$ cat src/rtl/nw_border_init_sequencer_if.sv
`default_nettype none
// ============================================================================
//  Module   : nw_border_init_sequencer_if
//  Purpose  : Bundles the enable/stall inputs and the two border write
//             channels of the Needleman-Wunsch border init sequencer.
//  Signals  : en_init, hit          -> towards the sequencer
//             row_we/row_addr,
//             col_we/col_addr,
//             data, busy, end_init  <- from the sequencer
//  Modports : master = sequencer side, slave = control FSM / memory side
//  Revision : 1.0  initial release
// ============================================================================
interface nw_border_init_sequencer_if #(
  parameter int BitAddr = 8,
  parameter int DATA_W  = 9
) ();
  logic                     en_init;
  logic                     hit;
  logic                     row_we;
  logic [BitAddr-1:0]       row_addr;
  logic                     col_we;
  logic [BitAddr-1:0]       col_addr;
  logic signed [DATA_W-1:0] data;
  logic                     busy;
  logic                     end_init;

  modport master (
    input  en_init, hit,
    output row_we, row_addr, col_we, col_addr, data, busy, end_init
  );

  modport slave (
    output en_init, hit,
    input  row_we, row_addr, col_we, col_addr, data, busy, end_init
  );
endinterface
`default_nettype wire

$ cat src/rtl/nw_border_init_sequencer.sv
`default_nettype none
// ============================================================================
//  Module   : nw_border_init_sequencer
//  Purpose  : Writes the gap-penalty border k*GAP_SCORE (k = 0..N), with
//             signed saturation, into the first row and first column of the
//             NW score-matrix RAM. Sequential (row then column) or dual
//             (both channels at once) mode, memory stall via hit, abort when
//             en_init drops, and a settle period before end_init.
//  Ports    : clk    - system clock
//             rst_n  - asynchronous active-low reset
//             bus    - master modport: en_init/hit in; row/col write
//                      channels, data, busy, end_init out (all registered)
//  Revision : 1.0  initial release
// ============================================================================
module nw_border_init_sequencer #(
  parameter int N             = 128,
  parameter int BitAddr       = $clog2(N + 1),
  parameter int DATA_W        = 9,
  parameter int GAP_SCORE     = -2,
  parameter int DUAL          = 0,
  parameter int SETTLE_CYCLES = 2
) (
  input  logic                           clk,
  input  logic                           rst_n,
  nw_border_init_sequencer_if.master     bus
);

  typedef enum logic [2:0] {
    S_IDLE   = 3'd0,
    S_ROW    = 3'd1,
    S_COL    = 3'd2,
    S_BOTH   = 3'd3,
    S_SETTLE = 3'd4,
    S_DONE   = 3'd5
  } state_t;

  // Settle counter runs 0..SETTLE_CYCLES-1.
  localparam int                       CntW       = (SETTLE_CYCLES > 1) ? $clog2(SETTLE_CYCLES) : 1;
  localparam logic [CntW-1:0]          SettleLast = CntW'(SETTLE_CYCLES - 1);
  localparam logic [BitAddr-1:0]       KLast      = BitAddr'(N);
  localparam logic [DATA_W:0]          GapExt     = (DATA_W + 1)'(GAP_SCORE);
  localparam logic [DATA_W-1:0]        MaxVal     = {1'b0, {(DATA_W - 1){1'b1}}};
  localparam logic [DATA_W-1:0]        MinVal     = {1'b1, {(DATA_W - 1){1'b0}}};

  state_t                   state_q, state_d;
  logic [BitAddr-1:0]       k_q, k_d;
  logic [CntW-1:0]          settle_q, settle_d;
  logic                     row_we_q, row_we_d;
  logic                     col_we_q, col_we_d;
  logic [BitAddr-1:0]       row_addr_q, row_addr_d;
  logic [BitAddr-1:0]       col_addr_q, col_addr_d;
  logic signed [DATA_W-1:0] data_q, data_d;
  logic                     busy_q, busy_d;
  logic                     end_init_q, end_init_d;

  logic [DATA_W:0]          sum;
  logic [DATA_W-1:0]        sat;
  logic [BitAddr-1:0]       k_next;
  logic                     go_idle;

  // One guard bit is enough to detect overflow of data + GAP_SCORE; when the
  // two top bits disagree the true result left the DATA_W range and the guard
  // bit carries its sign. With a constant-sign gap the clamp is sticky.
  always_comb begin
    sum = {data_q[DATA_W-1], data_q} + GapExt;
    if (sum[DATA_W] != sum[DATA_W-1]) begin
      sat = sum[DATA_W] ? MinVal : MaxVal;
    end else begin
      sat = sum[DATA_W-1:0];
    end
  end

  assign k_next = k_q + BitAddr'(1);

  always_comb begin
    state_d    = state_q;
    k_d        = k_q;
    settle_d   = settle_q;
    row_we_d   = row_we_q;
    col_we_d   = col_we_q;
    row_addr_d = row_addr_q;
    col_addr_d = col_addr_q;
    data_d     = data_q;
    busy_d     = busy_q;
    end_init_d = end_init_q;
    go_idle    = 1'b0;

    case (state_q)
      S_IDLE: begin
        if (bus.en_init) begin
          state_d    = (DUAL != 0) ? S_BOTH : S_ROW;
          k_d        = '0;
          data_d     = '0;
          row_addr_d = '0;
          col_addr_d = '0;
          row_we_d   = 1'b1;
          col_we_d   = (DUAL != 0);
          busy_d     = 1'b1;
        end
      end

      S_ROW, S_COL, S_BOTH: begin
        if (!bus.en_init) begin
          go_idle = 1'b1;
        end else if (!bus.hit) begin
          if (k_q != KLast) begin
            k_d    = k_next;
            data_d = sat;
            if (state_q != S_COL) row_addr_d = k_next;
            if (state_q != S_ROW) col_addr_d = k_next;
          end else if (state_q == S_ROW) begin
            // Column restarts from cell (0,0); it is deliberately rewritten.
            state_d    = S_COL;
            k_d        = '0;
            data_d     = '0;
            col_addr_d = '0;
            row_we_d   = 1'b0;
            col_we_d   = 1'b1;
          end else begin
            state_d  = S_SETTLE;
            settle_d = '0;
            row_we_d = 1'b0;
            col_we_d = 1'b0;
          end
        end
        // hit = 1 with en_init = 1: everything holds and the write retries.
      end

      S_SETTLE: begin
        if (!bus.en_init) begin
          go_idle = 1'b1;
        end else if (settle_q == SettleLast) begin
          state_d    = S_DONE;
          end_init_d = 1'b1;
          busy_d     = 1'b0;
        end else begin
          settle_d = settle_q + CntW'(1);
        end
      end

      S_DONE: begin
        if (!bus.en_init) go_idle = 1'b1;
      end

      default: go_idle = 1'b1;
    endcase

    // Abort / return path: nothing from the previous run survives.
    if (go_idle) begin
      state_d    = S_IDLE;
      k_d        = '0;
      settle_d   = '0;
      row_we_d   = 1'b0;
      col_we_d   = 1'b0;
      row_addr_d = '0;
      col_addr_d = '0;
      data_d     = '0;
      busy_d     = 1'b0;
      end_init_d = 1'b0;
    end
  end

  always_ff @(posedge clk or negedge rst_n) begin
    if (!rst_n) begin
      state_q    <= S_IDLE;
      k_q        <= '0;
      settle_q   <= '0;
      row_we_q   <= 1'b0;
      col_we_q   <= 1'b0;
      row_addr_q <= '0;
      col_addr_q <= '0;
      data_q     <= '0;
      busy_q     <= 1'b0;
      end_init_q <= 1'b0;
    end else begin
      state_q    <= state_d;
      k_q        <= k_d;
      settle_q   <= settle_d;
      row_we_q   <= row_we_d;
      col_we_q   <= col_we_d;
      row_addr_q <= row_addr_d;
      col_addr_q <= col_addr_d;
      data_q     <= data_d;
      busy_q     <= busy_d;
      end_init_q <= end_init_d;
    end
  end

  assign bus.row_we   = row_we_q;
  assign bus.col_we   = col_we_q;
  assign bus.row_addr = row_addr_q;
  assign bus.col_addr = col_addr_q;
  assign bus.data     = data_q;
  assign bus.busy     = busy_q;
  assign bus.end_init = end_init_q;

endmodule
`default_nettype wire

$ cat src/flat_wrapper.sv
// flat-port wrapper written by rule: the top's interface ports become plain ports
module nw_border_init_sequencer_flat 
#(
  parameter int N             = 128,
  parameter int BitAddr       = $clog2(N + 1),
  parameter int DATA_W        = 9,
  parameter int GAP_SCORE     = -2,
  parameter int DUAL          = 0,
  parameter int SETTLE_CYCLES = 2
)
  (clk, rst_n, bus_en_init, bus_hit, bus_row_we, bus_row_addr, bus_col_we, bus_col_addr, bus_data, bus_busy, bus_end_init);
  nw_border_init_sequencer_if #(.BitAddr(BitAddr), .DATA_W(DATA_W)) bus_i ();
  input  logic clk;
  input  logic rst_n;
  input wire logic [$bits(bus_i.en_init)-1:0] bus_en_init;
  input wire logic [$bits(bus_i.hit)-1:0] bus_hit;
  output wire logic [$bits(bus_i.row_we)-1:0] bus_row_we;
  output wire logic [$bits(bus_i.row_addr)-1:0] bus_row_addr;
  output wire logic [$bits(bus_i.col_we)-1:0] bus_col_we;
  output wire logic [$bits(bus_i.col_addr)-1:0] bus_col_addr;
  output wire logic [$bits(bus_i.data)-1:0] bus_data;
  output wire logic [$bits(bus_i.busy)-1:0] bus_busy;
  output wire logic [$bits(bus_i.end_init)-1:0] bus_end_init;
  assign bus_i.en_init = bus_en_init;
  assign bus_i.hit = bus_hit;
  assign bus_row_we = bus_i.row_we;
  assign bus_row_addr = bus_i.row_addr;
  assign bus_col_we = bus_i.col_we;
  assign bus_col_addr = bus_i.col_addr;
  assign bus_data = bus_i.data;
  assign bus_busy = bus_i.busy;
  assign bus_end_init = bus_i.end_init;
  nw_border_init_sequencer #(.N(N), .BitAddr(BitAddr), .DATA_W(DATA_W), .GAP_SCORE(GAP_SCORE), .DUAL(DUAL), .SETTLE_CYCLES(SETTLE_CYCLES)) u_core (.clk(clk), .rst_n(rst_n), .bus(bus_i));
endmodule
$ cat config.mk
export PLATFORM = sky130hd
export DESIGN_NAME = nw_border_init_sequencer_flat
export DESIGN_NICKNAME = d
export VERILOG_FILES = /design/src/rtl/nw_border_init_sequencer_if.sv /design/src/rtl/nw_border_init_sequencer.sv /design/src/flat_wrapper.sv
export SDC_FILE = /design/constraint.sdc
export NUM_CORES = 1
export LEC_CHECK = 0
export ABC_AREA = 1
export CORE_UTILIZATION = 35
export DETAILED_ROUTE_END_ITERATION = 7
export GPL_TIMING_DRIVEN = 1
export PLACE_DENSITY = 0.64
export SLEW_MARGIN = 25
export SYNTH_ARGS = -nofsm -noshare
export SYNTH_HDL_FRONTEND = slang
export SYNTH_SLANG_ARGS = --single-unit
$ cat constraint.sdc
create_clock -name clk -period 2.2 [get_ports clk]
set_clock_uncertainty 0.05 [all_clocks]
set_input_delay 0.33 -clock clk [delete_from_list [all_inputs] [get_ports clk]]
set_output_delay 0.33 -clock clk [all_outputs]
set_load 0.02 [all_outputs]
==> results of run 1 <==
[worst max-delay path by stage]
stage                     depth (start not counted)                                 end  slack [ns]
final                                            11      u_core.bus.data[3]$_DFFE_PN0P_        0.24
after global routing                             13      u_core.bus.data[3]$_DFFE_PN0P_        0.02
after CTS                                        12      u_core.bus.data[2]$_DFFE_PN0P_        0.20
after detailed placement                         11  u_core.bus.col_addr[1]$_DFFE_PN0P_        0.10
after global placement                           11      u_core.bus.data[7]$_DFFE_PN0P_        0.17
after floorplan                                  13      u_core.bus.data[3]$_DFFE_PN0P_        0.27
[power breakdown]
group | switching [W] | total [W] | leakage [nW] | internal, W
Combinational | 0.00112 | 0.00178 | 0.733 | 0.000658
Sequential | 0.000128 | 0.00102 | 0.560 | 0.000895
Clock | 0.000267 | 0.000718 | 0.0681 | 0.000451
[placed cells by master (no fill, tap or decap), drive strengths merged]
cell           synthesis  routed
o211ai                 1       1
a21oi                  4       4
ha                     4       4
nand4                  4       4
nand2                110     110
buf                    5       7
dfrtp                 41      41
clkdlybuf4s50          0      31
o21ai                 30      30
nand3                 26      26
nor2                  28      28
clkbuf                 0       5
xor2                   2       2
nor3                   3       3
clkinv                 0       1
nand3b                 1       1
bufinv                 0       2
xnor2                  1       1
inv                   32      32
[routing by layer]
metal,vias to the layer above,track usage [%]
li1,1013,-
met1,862,22.29
met2,44,24.21
met3,4,4.111
met4,0,4.737
met5,-,0
[kinds of logic after synthesis]
family                     synth area share [%]
buffers and inverters                     7.636
AOI/OAI and AO/OA                         8.142
and+or+nand+nor                           34.76
xor gates and xnor gates                  1.179
DFF                                       46.04
adders and majority gates                 2.246
[timing repair]
item / in CTS / in global routing
hold endpoints to repair: 0 / 0
resized for setup: 0 / 2
setup endpoints to repair: 0 / 1
[state kept, by name, indices dropped and copies added (netlist names)]
name / count
u_core.bus.data: 9
u_core.bus.end_init: 1
u_core.bus.busy: 1
u_core.bus.row_we: 1
u_core.k_q: 8
u_core.state_q: 3
u_core.bus.row_addr: 8
u_core.bus.col_addr: 8
u_core.settle_q: 1
u_core.bus.col_we: 1
[worst max-delay path: stages (launching register included)]
cell     delay (ns)
dfrtp_1        0.41
inv_1          0.10
nand3_1        0.10
nor2_1         0.22
nand2_1        0.10
xor2_1         0.15
ha_1           0.31
inv_1          0.09
a21oi_1        0.11
o21ai_0        0.09
nand3_1        0.09
nand2_1        0.05
[per-stage QoR]
step	instance area [sq um]	utilization (%)	power, W	cells
after global placement	2658	44.10	0.002794	400
after CTS	2791	46.32	0.003544	408
after detailed placement	2658	44.10	0.002799	400
after global routing	2796	46.41	0.003805	408
final	2796	46.41	0.003523	408
after floorplan	2228	-	0.002262	292
[area by class of cell]
| type | count | share of cell area (%) |
|---|---|---|
| tap | 75 | 3.356 |
| timing repair buffer | 38 | 13.78 |
| clock inverter | 3 | 2.327 |
| multi-input combinational | 214 | 37.09 |
| sequential | 41 | 36.69 |
| inverter | 32 | 4.295 |
| clock buffer | 5 | 2.461 |
==> results.yml, run 1 <==
critical_path:
  critPathLaunchType: "flop"
  r2r_end: "u_core.bus.data[3]$_DFFE_PN0P_"
  worstSetupPathType: "flop to flop"
  regToRegSetupSlack_ns: 0.24
  end_kind: "flop"
  r2r_start: "u_core.bus.data[3]$_DFFE_PN0P_"
  worst_ep_arrival_time_ns: 2.10
  required_ns: 2.34
  crit_start: "u_core.bus.data[3]$_DFFE_PN0P_"
  ff2ff_path_depth: 11
  crit_fanout: 4
sta:
  setup_viol: 0
  fin_crit_ns: 1.957
  drv_slew: 0
  max_slew_margin_pct: 57.42
  fin_setup_tns_ns: 0
  min_period_over_period_pct: 88.97
  hold_viol_final: 0
  worst_slack_ns: 0.2426
  max_freq_mhz: 510.9
  holdWs_ns: 0.0006757
  worst_slew_pin_slew_ns: 0.6387
  rsz0062_at_grt: "no"
global_route:
  antenna_found_initial: 0
  grt_overflow: 0
  grt_pass1_wl_um: 8066
  grt_max_degree: 29
  grt_pass1_vias: 1724
  grt_usage_pct: 16.00
yosys:
  synth-seq-cells: 41
  synth.cells.most_frequent: "nand2_1, dfrtp_1, inv_1"
  yosys-top-cells-area: "dfrtp_1, nand2_1, o21ai_0"
  async_flop_share_pct: 100.0
  netlist_area_sq_um: 2228
  ys_warn_count: 0
  yosysSeqAreaShare_pct: 46.04
  synth_fp_nets: 300
  synthCells: 292
  synthMostInstantiatedCell: "nand2_1"
  synth_top_area_share_pct: 46.04
  ys_types: 26
  synth_edf_count: 0
  synth_area_per_cell_sq_um: 7.631
  synth_top_area_cell: "dfrtp_1"
  ys.flop_type: "dfrtp_1"
finish:
  area_growth_pct: 25.49
  fillers: 617
  nets: 340
  regArea_sq_um: 1026
  drive_above_1_share_pct: 10.21
  antenna_cells: 0
  multi_input_area_sq_um: 1037
floorplan:
  fp.dieArea_sq_um: 6690
  io_pins: 33
  fp-row-count: 28
  start_util_pct: 36.98
  die_y_um: 81.79
  core_area_sq_um: 6026
  die_w_um: 81.79
pwr:
  power_density_nw_per_um2: 1260
  ir_drop_mv: 0.6170
  p_leak_nw: 1.361
clock_tree:
  hold_buffers: 0
  clockRootBuffer: "clkbuf_8"
  cts_tree: "built"
  clk_pin_slew_worst_paths_ns: 0.08
  clockBufferDepth: 2
  cts_setup_buffers: 0
  clock_sinks: 41
  htreeDepth: 2
  numCtsBuffers: 5
  clk_latency_ns: 0.29
drt:
  wl_met1_um: 2403
  antenna_left: 0
  drc_errors: 0
  dr_wl_met2_um: 2166
  drtIter0Drc: 73
  wl_met3_um: 191
  totalWireLength_um: 4803
  wl_per_cell_um: 11.77
  dr.max_layer_used: "met4"
  vias: 1923
  drt-pass1-iter-count: 4
  routed_via_density: 4.713
min_path:
  hold_path_class: "input pin to async pin"
placed_design:
  dp.final_hpwl_um: 3509
  io_buffers: 32
  place.gp.congestion: 0.8864
  dp_slack_ns: 0.1014
job:
  maxCapViolations: 0
outcome:
  status: "complete, no violations"
Note: power is estimated with default switching activity, not from simulation.
==> run 2, diff against run 1 <==
--- a/config.mk
+++ b/config.mk
@@ -6,6 +6,7 @@
 export NUM_CORES = 1
 export LEC_CHECK = 0
 export ABC_AREA = 1
+export CAP_MARGIN = 20
 export CORE_UTILIZATION = 35
 export DETAILED_ROUTE_END_ITERATION = 7
 export GPL_TIMING_DRIVEN = 1
==> results of run 2 <==
No change in the layout: final DEF, timing and power equal those of run 1.
==> run 3, diff against run 2 <==
--- a/config.mk
+++ b/config.mk
@@ -6,11 +6,12 @@
 export NUM_CORES = 1
 export LEC_CHECK = 0
 export ABC_AREA = 1
+export ABC_CLOCK_PERIOD_IN_PS = 1700
 export CAP_MARGIN = 20
 export CORE_UTILIZATION = 35
 export DETAILED_ROUTE_END_ITERATION = 7
 export GPL_TIMING_DRIVEN = 1
-export PLACE_DENSITY = 0.64
+export PLACE_DENSITY = 0.66
 export SLEW_MARGIN = 25
 export SYNTH_ARGS = -nofsm -noshare
 export SYNTH_HDL_FRONTEND = slang
==> constraint.sdc (replaced) <==
create_clock -name clk -period 1.7 [get_ports clk]
set_clock_uncertainty 0.05 [all_clocks]
set_input_delay 0.255 -clock clk [delete_from_list [all_inputs] [get_ports clk]]
set_output_delay 0.255 -clock clk [all_outputs]
set_load 0.02 [all_outputs]
==> results.yml, run 3 (synthesis gave the netlist of run 1 again) <==
pwr:
  p_leak_nw: 1.696
  power_density_nw_per_um2: 1748
  finalPower_w: 0.006012
  ir_drop_mv: 0.9522
sta:
  min_period_over_period_pct: 102.9
  max_slew_margin_pct: 69.29
  fin_crit_ns: 1.749
  hold_viol_final: 0
  fin_setup_tns_ns: -0.1097
  setup_viol: 5
  worst_slack_ns: -0.04923
  holdWs_ns: 0.3874
  drv_slew: 0
  worst_slew_pin_slew_ns: 0.4606
  rsz0062_at_grt: "yes"
  max_freq_mhz: 571.7
drt:
  dr_wl_met2_um: 3127
  drt-pass1-iter-count: 7
  routed_via_density: 4.880
  wl_per_cell_um: 13.58
  drtIter0Drc: 134
  wl_met1_um: 2738
  vias: 2240
  antenna_left: 0
  dr.max_layer_used: "met4"
  totalWireLength_um: 6235
  wl_met3_um: 297
  drc_errors: 0
finish:
  nets: 391
  largest_reg_flops: 9
  antenna_cells: 0
  area_growth_pct: 54.35
  final_common_cell: "nand2_1"
  fillers: 548
  drive_above_1_share_pct: 34.38
  layout_common_cells: "nand2_1, buf_4, dfrtp_1"
critical_path:
  worstSetupPathType: "flop to flop"
  slowest_stage: "dfrtp_2"
  r2r_end: "u_core.bus.data[3]$_DFFE_PN0P_"
  crit_family: "flip-flops"
  end_kind: "flop"
  crit_fanout: 4
  regToRegSetupSlack_ns: -0.05
  critPathLaunchType: "flop"
  r2r_start: "u_core.bus.data[1]$_DFFE_PN0P_"
  crit_start: "u_core.bus.data[1]$_DFFE_PN0P_"
  worst_ep_arrival_time_ns: 1.89
  crit_top_cell: "inv_4"
  ff2ff_path_depth: 11
  critical_path_buf_inv_count: 2
  required_ns: 1.84
  critPathMaxStageDelay_ns: 0.43
  path_cells: "inv_4, nand3_4, nor2_4, nand2_2, xor2_2, ha_4, inv_4, a21oi_2, o21ai_1, nand3_1, nand2_1"
global_route:
  grt_overflow: 0
  grt_pass1_vias: 2090
  grt_pass1_wl_um: 9315
  antenna_found_initial: 0
  grt_usage_pct: 18.25
  grt_max_degree: 21
min_path:
  hold_path_class: "input pin to async pin"
clock_tree:
  clockRootBuffer: "clkbuf_8"
  clock_sinks: 41
  numCtsBuffers: 5
  clk_latency_ns: 0.29
  htreeDepth: 2
  cts_tree: "built"
  clk_pin_slew_worst_paths_ns: 0.09
  clockBufferDepth: 2
floorplan:
  start_util_pct: 36.98
  fp.dieArea_sq_um: 6690
  core_area_sq_um: 6026
  die_y_um: 81.79
  fp-row-count: 28
  io_pins: 33
  die_w_um: 81.79
placed_design:
  dp.final_hpwl_um: 3953
  place.gp.congestion: 0.8837
  io_buffers: 32
outcome:
  status: "complete, but fails checks"
  violations: "negative setup slack"
job:
  maxCapViolations: 0
[run 3: changes by cell type in the layout (fill, tap and decap cells not counted), moves of 6 or more]
cell,previous run,this run
dfrtp_2,0,6
buf_4,4,46
clkdlybuf4s50_1,31,25
nor2_4,3,9
inv_2,3,11
o21ai_1,4,15
o21ai_0,25,14
nor2_1,21,15
nand2_1,104,92
dfrtp_1,41,35
nand3_2,1,7
nand3_1,24,18
inv_1,29,17
nand2_2,5,15
[run 3: metrics by stage]
stage	std cells	util, %	area (sq um)	setup slack [ns]
3_5_place_dp	434	49.15	2962	-0.2278
2_1_floorplan	292	-	2265	-0.1058
4_1_cts	454	53.99	3253	-0.004641
6_report	459	57.08	3440	-0.04923
3_3_place_gp	434	49.15	2962	-0.1492
5_1_grt	459	57.08	3440	-0.1146
[run 3: worst max-delay path by stage]
stage | slack (ns) | depth (start not counted) | end
3_3_place_gp | -0.15 | 11 | u_core.bus.col_addr[0]$_DFFE_PN0P_
3_5_place_dp | -0.23 | 11 | u_core.bus.col_addr[1]$_DFFE_PN0P_
4_1_cts | -0.005 | 11 | u_core.bus.data[3]$_DFFE_PN0P_
2_1_floorplan | -0.11 | 11 | u_core.bus.data[3]$_DFFE_PN0P_
6_report | -0.05 | 11 | u_core.bus.data[3]$_DFFE_PN0P_
5_1_grt | -0.11 | 11 | u_core.bus.data[3]$_DFFE_PN0P_
[run 3: report_power, final]
group	switching (W)	internal, W
Clock	0.000378	0.000440
Sequential	0.000163	0.00117
Combinational	0.00204	0.00182
Total	0.00258	0.00343
[run 3: cell type report]
class	instances	area [sq um]	area share, %
timing repair buffer	88	843.3	24.52
sequential	41	1033	30.05
clock inverter	3	46.29	1.346
tap	75	93.84	2.728
multi-input combinational	215	1224	35.58
clock buffer	5	68.82	2.001
inverter	32	130.1	3.783
[run 3: timing repair]
| action | in CTS | in global routing |
|---|---|---|
| cloned | 1 | 2 |
| hold endpoints to repair | 18 | 0 |
| setup endpoints to repair | 13 | 37 |
| pin swaps | 9 | 18 |
| buffers inserted | 10 | 3 |
| hold buffers | 1 | 0 |
| gates resized for setup | 26 | 42 |
[run 3: routing by layer]
| layer | vias up | global-route usage [%] |
|---|---|---|
| met4 | 0 | 5.088 |
| met2 | 67 | 30.91 |
| li1 | 1119 | - |
| met1 | 1044 | 23.80 |
| met5 | - | 0 |
| met3 | 10 | 3.111 |
